## src/rtl/usb2_ulpi_tx_arbiter.sv

```systemverilog
// ULPI transmit-path arbiter: shares the PHY link between the packet layer (TXCMD
// pass-through) and a register-access client, sequencing ULPI register reads and writes.
module usb2_ulpi_tx_arbiter #(
  parameter int TIMEOUT = 255,
  parameter int TO_W    = 8
) (
  input  logic       phy_clk,
  input  logic       reset,
  input  logic       ulpi_dir,
  input  logic       ulpi_nxt,
  input  logic [7:0] ulpi_din,
  output logic [7:0] ulpi_dout,
  output logic       ulpi_stp,
  input  logic       pkt_req,
  output logic       pkt_cts,
  input  logic [7:0] pkt_byte,
  input  logic       pkt_latch,
  input  logic       pkt_stp,
  output logic       pkt_nxt,
  input  logic       reg_req,
  input  logic       reg_rd,
  input  logic [5:0] reg_addr,
  input  logic [7:0] reg_wdata,
  output logic       reg_busy,
  output logic       reg_done,
  output logic [7:0] reg_rdata,
  output logic       reg_err,
  output logic [2:0] dbg_state
);

  // Handshake: reg_req is a single-cycle pulse taken only while reg_busy=0 and answered by
  // one reg_done pulse; pkt_req is held from request until pkt_stp, pkt_cts is the grant.
  typedef enum logic [2:0] {
    S_IDLE      = 3'd0,
    S_PKT       = 3'd1,
    S_REG_CMD   = 3'd2,
    S_REG_WDATA = 3'd3,
    S_REG_STP   = 3'd4,
    S_REG_TURN  = 3'd5,
    S_REG_RDATA = 3'd6,
    S_TURN      = 3'd7
  } state_t;

  state_t          r_state;
  state_t          w_next;
  logic            r_fair;
  logic            r_busy;
  logic            r_rd;
  logic [5:0]      r_addr;
  logic [7:0]      r_wdata;
  logic [7:0]      r_rdata;
  logic            r_done;
  logic            r_err;
  logic            r_tmo;
  logic [TO_W-1:0] r_to_cnt;
  logic            w_counting;
  logic            w_to_hit;

  // A PHY abort in REG_CMD (dir high) must not advance the timeout.
  assign w_counting = !ulpi_nxt &&
                      ((r_state == S_REG_CMD && !ulpi_dir) || r_state == S_REG_WDATA);
  assign w_to_hit   = w_counting && (r_to_cnt == TO_W'(TIMEOUT - 1));

  always_comb begin
    w_next    = r_state;
    ulpi_dout = 8'h00;
    ulpi_stp  = 1'b0;
    pkt_cts   = 1'b0;
    pkt_nxt   = 1'b0;
    case (r_state)
      S_IDLE: begin
        if (!ulpi_dir) begin
          if (pkt_req && (!r_busy || !r_fair)) w_next = S_PKT;
          else if (r_busy)                     w_next = S_REG_CMD;
        end
      end
      S_PKT: begin
        pkt_cts   = 1'b1;
        ulpi_dout = pkt_latch ? pkt_byte : 8'h00;
        ulpi_stp  = pkt_stp;
        pkt_nxt   = ulpi_nxt;
        if (pkt_stp) w_next = S_TURN;
      end
      S_REG_CMD: begin
        if (ulpi_dir) begin
          w_next = S_IDLE;
        end else begin
          ulpi_dout = {1'b1, r_rd, r_addr};
          if (ulpi_nxt)      w_next = r_rd ? S_REG_TURN : S_REG_WDATA;
          else if (w_to_hit) w_next = S_REG_STP;
        end
      end
      S_REG_WDATA: begin
        ulpi_dout = r_wdata;
        if (ulpi_nxt || w_to_hit) w_next = S_REG_STP;
      end
      S_REG_STP: begin
        ulpi_stp = 1'b1;
        w_next   = S_TURN;
      end
      S_REG_TURN:  w_next = S_REG_RDATA;
      S_REG_RDATA: w_next = S_TURN;
      S_TURN:      w_next = S_IDLE;
      default:     w_next = S_IDLE;
    endcase
  end

  always_ff @(posedge phy_clk) begin
    if (reset) begin
      r_state  <= S_IDLE;
      r_fair   <= 1'b0;
      r_busy   <= 1'b0;
      r_rd     <= 1'b0;
      r_addr   <= 6'h00;
      r_wdata  <= 8'h00;
      r_rdata  <= 8'h00;
      r_done   <= 1'b0;
      r_err    <= 1'b0;
      r_tmo    <= 1'b0;
      r_to_cnt <= '0;
    end else begin
      r_state <= w_next;
      if (w_next != r_state) r_to_cnt <= '0;
      else if (w_counting)   r_to_cnt <= r_to_cnt + TO_W'(1);
      // REG_STP lasts one cycle and is entered only from CMD/WDATA, so this marks a timeout stop.
      r_tmo  <= w_to_hit;
      r_done <= (r_state == S_REG_STP) || (r_state == S_REG_RDATA);
      r_err  <= (r_state == S_REG_STP) && r_tmo;
      if (!r_busy && reg_req) begin
        r_busy  <= 1'b1;
        r_rd    <= reg_rd;
        r_addr  <= reg_addr;
        r_wdata <= reg_wdata;
      end else if (r_state == S_REG_STP || r_state == S_REG_RDATA) begin
        r_busy <= 1'b0;
      end
      if (r_state == S_REG_RDATA) r_rdata <= ulpi_din;
      if (r_state == S_PKT && pkt_stp && r_busy)           r_fair <= 1'b1;
      else if (r_state == S_IDLE && w_next == S_REG_CMD)   r_fair <= 1'b0;
    end
  end

  assign reg_busy  = r_busy;
  assign reg_done  = r_done;
  assign reg_err   = r_err;
  assign reg_rdata = r_rdata;
  assign dbg_state = r_state;

endmodule

```

## config.mk

```make
export PLATFORM = sky130hd
export DESIGN_NAME = usb2_ulpi_tx_arbiter
export DESIGN_NICKNAME = d
export VERILOG_FILES = /design/src/rtl/usb2_ulpi_tx_arbiter.sv
export SDC_FILE = /design/constraint.sdc
export NUM_CORES = 1
export LEC_CHECK = 0
export ABC_AREA = 1
export BUFFER_PORTS_ARGS = -buffer_cell sky130_fd_sc_hd__buf_2
export CAP_MARGIN = 25
export CORE_AREA = 2 2 57 72
export CTS_CLUSTER_DIAMETER = 30
export DETAILED_ROUTE_END_ITERATION = 7
export DIE_AREA = 0 0 59 74
export GPL_TIMING_DRIVEN = 1
export HOLD_SLACK_MARGIN = 0.05
export PLACE_DENSITY = 0.82
export RECOVER_POWER = 25
export REMOVE_ABC_BUFFERS = 1
export SETUP_SLACK_MARGIN = 0.02
export SYNTH_ARGS = -nofsm -noshare
export SYNTH_HDL_FRONTEND = slang
export SYNTH_SLANG_ARGS = --single-unit
```

## constraint.sdc

```tcl
create_clock -name phy_clk -period 4.4 [get_ports phy_clk]
set_clock_uncertainty 0.1 [all_clocks]
set_input_delay 0.44 -clock phy_clk [delete_from_list [all_inputs] [get_ports phy_clk]]
set_output_delay 0.44 -clock phy_clk [all_outputs]
set_load 0.03 [all_outputs]
```

Word level (Yosys, flattened, before mapping) --
Index checks and enable logic that the tools add are counted.
Word-level totals: register bits 39, output and inout port bits 25, logic and storage cells 64
Cells by class: add/sub/neg operators 1, eq/ne operators 10, multiplexer cells 20, reduce and logical (&&, ||, !) cells 22
Operator list (number):
- 2-to-1 mux 3 bit | 9
- case mux 8 bit (3 select lines) | 1
- case mux 3 bit (7 select lines) | 1
- 2-to-1 mux 8 bit | 2
- equality test 3 bit (second input constant) | 4
- equality test 3 x 2 -> 1 bit (second input constant) | 3
- logical AND 1 bit | 9
- adder 8 x 1 -> 8 bit (second input constant) | 1
- equality test 8 bit (second input constant) | 1
- 2-to-1 mux 1 bit | 6
- zero test 1 bit | 4
- logical OR 1 bit | 4
- nonzero test 2 bit | 2
- OR reduction 2 bit | 2
- equality test 3 x 1 -> 1 bit (second input constant) | 1
- zero test 3 bit | 1
- inequality test 3 bit | 1
- case mux 1 bit (2 select lines) | 1

Depth between registers and ports, before layout --
Gate-level depths: netlist (run 1).
depth in word-level cells 13, depth in mapped cells 16, mapped depth without buffers 16

Worst setup path after synthesis (run 1) --
Ideal clock, no wire load.
path type reg-to-output, from register r_state[0] (netlist: dbg_state[0]), to output ulpi_dout[6], arrival 1.917 ns, path slack 1.943 ns, stages on the path, launching flop included 8, path buffers 1, cell sequence dfxtp_1 buf_4 nand2_1 nor2_1 nand2_1 inv_1 nand2_1 o211ai_1
On the way: longest elaborated chain between the ends 2, elaborated cells on any way between the ends 4, classes of those cells eq/ne (3); mux (1)
Ends and longest elaborated chain:
- from (decl) | line 44 | state_t r_state;
- from (signal assigned) | line 122 | r_state <= w_next;
- equality test 3 x 2 -> 1 bit or equality test 3 x 1 -> 1 bit (tied branches) | line 70 | case (r_state)
- case mux 8 bit (3 select lines) * | line 70
- to (decl) | line 12 | output logic [7:0] ulpi_dout,
Mark *: on every way between the ends. The rest lies on a longest branch, timed or not.

Worst setup path after layout (run 1) --
from register r_state[1] (netlist: dbg_state[1]), to output ulpi_dout[5]
Same word-level chain as after synthesis.

==> flow_summary.yaml, run 1 <==
outcome:
  status: "finished clean"
clocking:
  cts.repair.resized: 0
  post_cts_buffers: 0
  clock-sinks: 39
  cts_root_buf: "clkbuf_8"
  clk_latency_ns: 0.29
  cts_max_level: 2
  hold_buffers: 0
  cts_tree: "done"
  numCtsBuffers: 5
  cts.path.max_buffers: 2
  path_clk_slew_ns: 0.08
logic_synthesis:
  synth.distinct_cells: 31
  synth_edf_count: 0
  synth_most_common_cell: "nor2_1"
  yosysTopAreaCell: "dfxtp_1"
  yosys_warnings: 0
  synthTopCellsByArea: "dfxtp_1 41%, nor2_1 11%, nand2_1 9.3%, o21ai_0 7.4%, inv_1 4.1%"
  synth_seq_cells: 39
  netlist_instances: 262
  synth_common_cells: "58 x nor2_1, 47 x nand2_1, 39 x dfxtp_1"
  async_flop_share_pct: 0
  ys_seq_area_share_pct: 41.03
  avgSynthCellArea_sq_um: 7.264
  synth.top_cell.area_share_pct: 41.03
  synth_flop_cell: "dfxtp_1"
  syn-cell-area_sq_um: 1903
timing:
  rsz0062_at_grt: "no"
  slew_violations: 0
  holdWs_ns: 0.2663
  tightestPinTransition_ns: 0.6290
  hold_viol: 0
  finalCritPeriodShare_pct: 59.00
  clock.fmax_ghz: 0.3852
  setup-tns-final_ns: 0
  max_slew_margin_pct: 58.02
  layout_setup_ws_ns: 1.804
  setup_viol: 0
  period_minus_slack_ns: 2.596
placement:
  post-place-ws_ns: 2.263
  io_buffers: 63
  routabilityCongestion: 0.8497
  dp_hpwl_um: 3260
  post-place-cells: 359
critical_path:
  worstPathCellList: "clkinvlp_2 -> nor2_4 -> nand2_4 -> inv_2 -> a22oi_1 -> nand2_1 -> buf_2"
  required_ns: 3.86
  worstSetupPathType: "reg -> out"
  worstSetupEndpointType: "primary output"
  reg2reg_depth: 13
  cp_slowest_cell: "dfxtp_1"
  cp-start-kind: "register"
  cpPeakStageDelay_ns: 0.54
  crit_arrival_ns: 2.06
  path_max_fanout: 9
  cp_top_family: "buffers and inverters"
  cp.depth: 7
  path_buf_inv: 3
detailed_routing:
  via_count: 1848
  drc: 0
  drt_iter0_markers: 60
  wl_um: 4384
  wire_per_inst_um: 11.95
  ant_nets: 0
  via_per_inst: 5.035
  dr.pass1.iters: 4
floorplanning:
  die_h_um: 74
  io_pins: 64
  design.die.area_sq_um: 4366
  die_w_um: 59
  core_area_sq_um: 3691
  rows: 25
  initial_core_util_pct: 51.56
grt:
  grt.total_usage_pct: 20.88
  grt_overflow: 0
  antenna_found_initial: 0
  grt_pass1_wl_um: 6975
  grt_start_max_net_pins: 27
  grt_pass1_vias: 1679
flow_run:
  maxCapViolCount: 0
pwr:
  p_per_area_nw_per_um2: 485.0
  max-vdd-ir-drop_uv: 270.7
  p_leak_nw: 1.131
min_path:
  min_path_cells: 3
  hp-class: "in -> reg"
layout:
  area_growth_pct: 21.24
  nets: 367
  fin_cells: 367
  drive_gt1_share_pct: 26.30
  antenna_cells: 0
metrics by stage:
stage	power, mW	cell area [sq um]	utilization [%]
after floorplan	0.7747	1869	-
after global placement	0.8856	2235	60.54
after detailed placement	0.8946	2235	60.54
after CTS	1.135	2323	62.95
after global routing	1.191	2307	62.51
final	1.119	2307	62.51
power by group:
part	total, mW	switching (mW)	leakage, nW	internal (mW)
registers	0.429	0.0405	0.319	0.389
logic	0.452	0.317	0.772	0.135
clock network	0.238	0.127	0.0402	0.110
flip-flops by register name (all words and copies together), names as in the netlist:
name,cells
reg_busy,1
r_rd,1
reg_err,1
r_fair,1
reg_done,1
r_addr,6
r_wdata,8
r_to_cnt,8
dbg_state,3
reg_rdata,8
r_tmo,1
worst min-delay path, delay by kind of cell:
kind | cells | cell delay [ns]
simple gates | 2 | 0.11
buf+inv | 1 | 0.07
final timing paths:
kind	from	endpoint	slack [ns]
max	dbg_state[1]	ulpi_dout[5]	1.80
min	ulpi_din[7]	reg_rdata[7]	0.27
max reg2reg	dbg_state[1]	r_to_cnt[7]	2.09
min reg2reg	r_tmo	reg_err	0.34
logic make-up after synthesis:
family	after synthesis	share of synthesized area [%]
buf+inv	31	6.838
xor+xnor	7	3.222
flops	39	41.03
compound gates	41	12.69
fa+ha+maj	2	1.315
simple gates	142	34.91
layout by cell type, fill, tap and decap left out, types with 2 or more instances in the layout:
cell type,instances
a21oi_1,3
a22oi_1,6
buf_2,51
clkbuf_1,12
clkbuf_8,5
clkinvlp_4,2
dfxtp_1,39
ha_1,2
inv_1,21
inv_2,3
nand2_1,47
nand2_2,3
nand2_4,3
nand3_1,11
nand3_2,2
nand3b_1,2
nor2_1,58
nor2_2,10
o211ai_1,2
o21ai_0,28
xor2_1,6
metal layers:
| layer | wire [um] | part of all wire [%] | track usage, % |
|---|---|---|---|
| met4 | 136 | 3.1 | 11.62 |
| met1 | 1715 | 39 | 21.13 |
| met2 | 2339 | 53 | 38.40 |
| met5 | 0 | 0 | 0 |
| met3 | 194 | 4.4 | 5.217 |
cell type report:
type                       count  area [sq um]
clock inverter                 3         20.02
tap                           40         50.05
timing repair buffer          63         300.3
sequential                    39         780.7
clock buffer                   5         68.82
fill                         370          1384
inverter                      25         95.09
multi-input combinational    192         992.2
(Power assumes the default switching activity.)
==> inputs of run 2 (changes only) <==
CORE_AREA = 2 2 62 78   (was 2 2 57 72)
DIE_AREA = 0 0 64 80   (was 0 0 59 74)
PLACE_DENSITY = 0.73   (was 0.82)
clock period = 2.2 ns   (was 4.4 ns; I/O delays follow)
==> run 2 against run 1 <==
Effect of this change: global-route usage decreased by 2.1 points; highest routed layer unchanged; largest cell class unchanged; hold slack got worse by 0.21 ns; via count down 0.22%; core utilization shrank 7.8 points; sequential power rose by 98%; sequential share of layout area is 1.0 points lower.
==> flow_summary.yaml, run 2 (synthesis gave the netlist of run 1 again) <==
outcome:
  status: "finished clean"
critical_path:
  cp.depth: 7
  path_max_fanout: 8
  path_buf_inv: 3
  crit_arrival_ns: 1.67
  required_ns: 1.88
  reg2reg_depth: 6
  worstSetupEndpointType: "primary output"
  cp_slowest_cell: "dfxtp_1"
  cp_top_family: "flip-flops"
  cp-start-kind: "register"
  crit_start: "dbg_state[2]"
  worstSetupPathType: "reg -> out"
  worstPathCellList: "inv_2 -> nand2_1 -> nor2_2 -> nand2_1 -> inv_2 -> a221o_1 -> buf_2"
  timing.rr.start: "reg_busy"
  cpPeakStageDelay_ns: 0.46
floorplanning:
  die_h_um: 80
  core_area_sq_um: 4358
  die_w_um: 64
  io_pins: 64
  initial_core_util_pct: 43.67
  rows: 27
  design.die.area_sq_um: 5120
pwr:
  clkPwrFrac_pct: 20.8
  p_leak_nw: 1.160
  total_power_mw: 2.279
  sequentialPowerShare_pct: 37.3
  p_int_mw: 1.297
  max-vdd-ir-drop_uv: 612.7
  p_per_area_nw_per_um2: 956.6
  comb_power_share_pct: 41.8
  p_switching_mw: 0.9819
  switching_share_pct: 43.09
placement:
  io_buffers: 63
  routabilityCongestion: 0.9171
  dp_hpwl_um: 3307
  dpl_cell_area_sq_um: 2295
  post-place-ws_ns: 0.2669
grt:
  grt.total_usage_pct: 18.75
  grt_overflow: 0
  antenna_found_initial: 0
  grt_pass1_wl_um: 7596
  grt_start_max_net_pins: 26
  grt_pass1_vias: 1800
layout:
  area_growth_pct: 25.18
  layout_common_cells: "57 x nor2_1, 51 x buf_2, 47 x nand2_1"
  drive_gt1_share_pct: 28.23
  nets: 373
  stdcell_area_sq_um: 2382
  final_common_cell: "nor2_1"
  nFillCells: 452
  antenna_cells: 0
detailed_routing:
  dr.pass1.iters: 4
  drc: 0
  via_per_inst: 4.716
  ant_nets: 0
  wl_um: 4289
  via_count: 1844
  wire_per_inst_um: 10.97
  drt_iter0_markers: 50
clocking:
  cts.path.max_buffers: 2
  post_cts_buffers: 0
  clock-sinks: 39
  cts_root_buf: "clkbuf_8"
  numCtsBuffers: 5
  clk_latency_ns: 0.29
  path_clk_slew_ns: 0.08
  cts_max_level: 2
  cts_tree: "done"
timing:
  tightestPinTransition_ns: 0.6691
  finalCritPeriodShare_pct: 90.61
  period_minus_slack_ns: 1.993
  clock.fmax_ghz: 0.5016
  max_slew_margin_pct: 55.39
  hold_viol: 0
  layout_setup_ws_ns: 0.2066
  setup_viol: 0
  rsz0062_at_grt: "no"
  slew_violations: 0
min_path:
  hp-start: "ulpi_din[4]"
  hp-class: "in -> reg"
  min_path_cells: 3
flow_run:
  maxCapViolCount: 0
-- run 2: final timing paths --
check            endpoint  slack [ns]
max reg2reg    r_wdata[6]        0.33
min reg2reg       reg_err        0.34
max          ulpi_dout[7]        0.21
min          reg_rdata[4]        0.05
-- run 2: layout make-up --
type / instances / area (sq um) / share of cell area [%]
clock buffer: 5 / 68.82 / 2.889
inverter: 25 / 96.34 / 4.044
tap: 58 / 72.57 / 3.046
clock inverter: 3 / 20.02 / 0.8403
multi-input combinational: 192 / 994.7 / 41.75
sequential: 39 / 782.0 / 32.83
timing repair buffer: 69 / 347.8 / 14.60
-- run 2: metrics by stage --
stage          TNS (ns)  util, %  hold slack (ns)  cells
2_1_floorplan   -0.3383        -           0.1891    256
3_3_place_gp          0    52.66           0.3238    382
3_5_place_dp          0    52.66           0.3258    382
4_1_cts               0    54.92          0.05072    391
5_1_grt               0    54.67          0.06767    391
6_report              0    54.67          0.05217    391
-- run 2: metal layers --
layer	wire (um)	vias to the layer above	track usage, %
li1	-	969	-
met4	21	0	3.261
met5	0	-	0
met1	1809	824	20.91
met3	236	2	5.360
met2	2222	49	35.21
-- run 2: tightest hold or removal path, cell delays in order --
cell,delay (ns)
buf_2,0.07
nor2_1,0.03
nor2_1,0.08
-- run 2: timing repair --
| item | CTS | global route |
|---|---|---|
| setup endpoints to repair | 0 | 8 |
| endpoints found under the hold margin | 1 | 0 |
| resized for setup | 0 | 4 |
| hold buffers | 1 | 0 |
-- run 2: power groups by stage --
stage / registers [mW] / clock network (mW) / logic [mW]
after floorplan: 0.944 / 0 / 0.606
after global placement: 0.860 / 0 / 0.955
after detailed placement: 0.861 / 0 / 0.960
after CTS: 0.847 / 0.489 / 0.964
after global routing: 0.863 / 0.521 / 1.07
final: 0.851 / 0.474 / 0.954
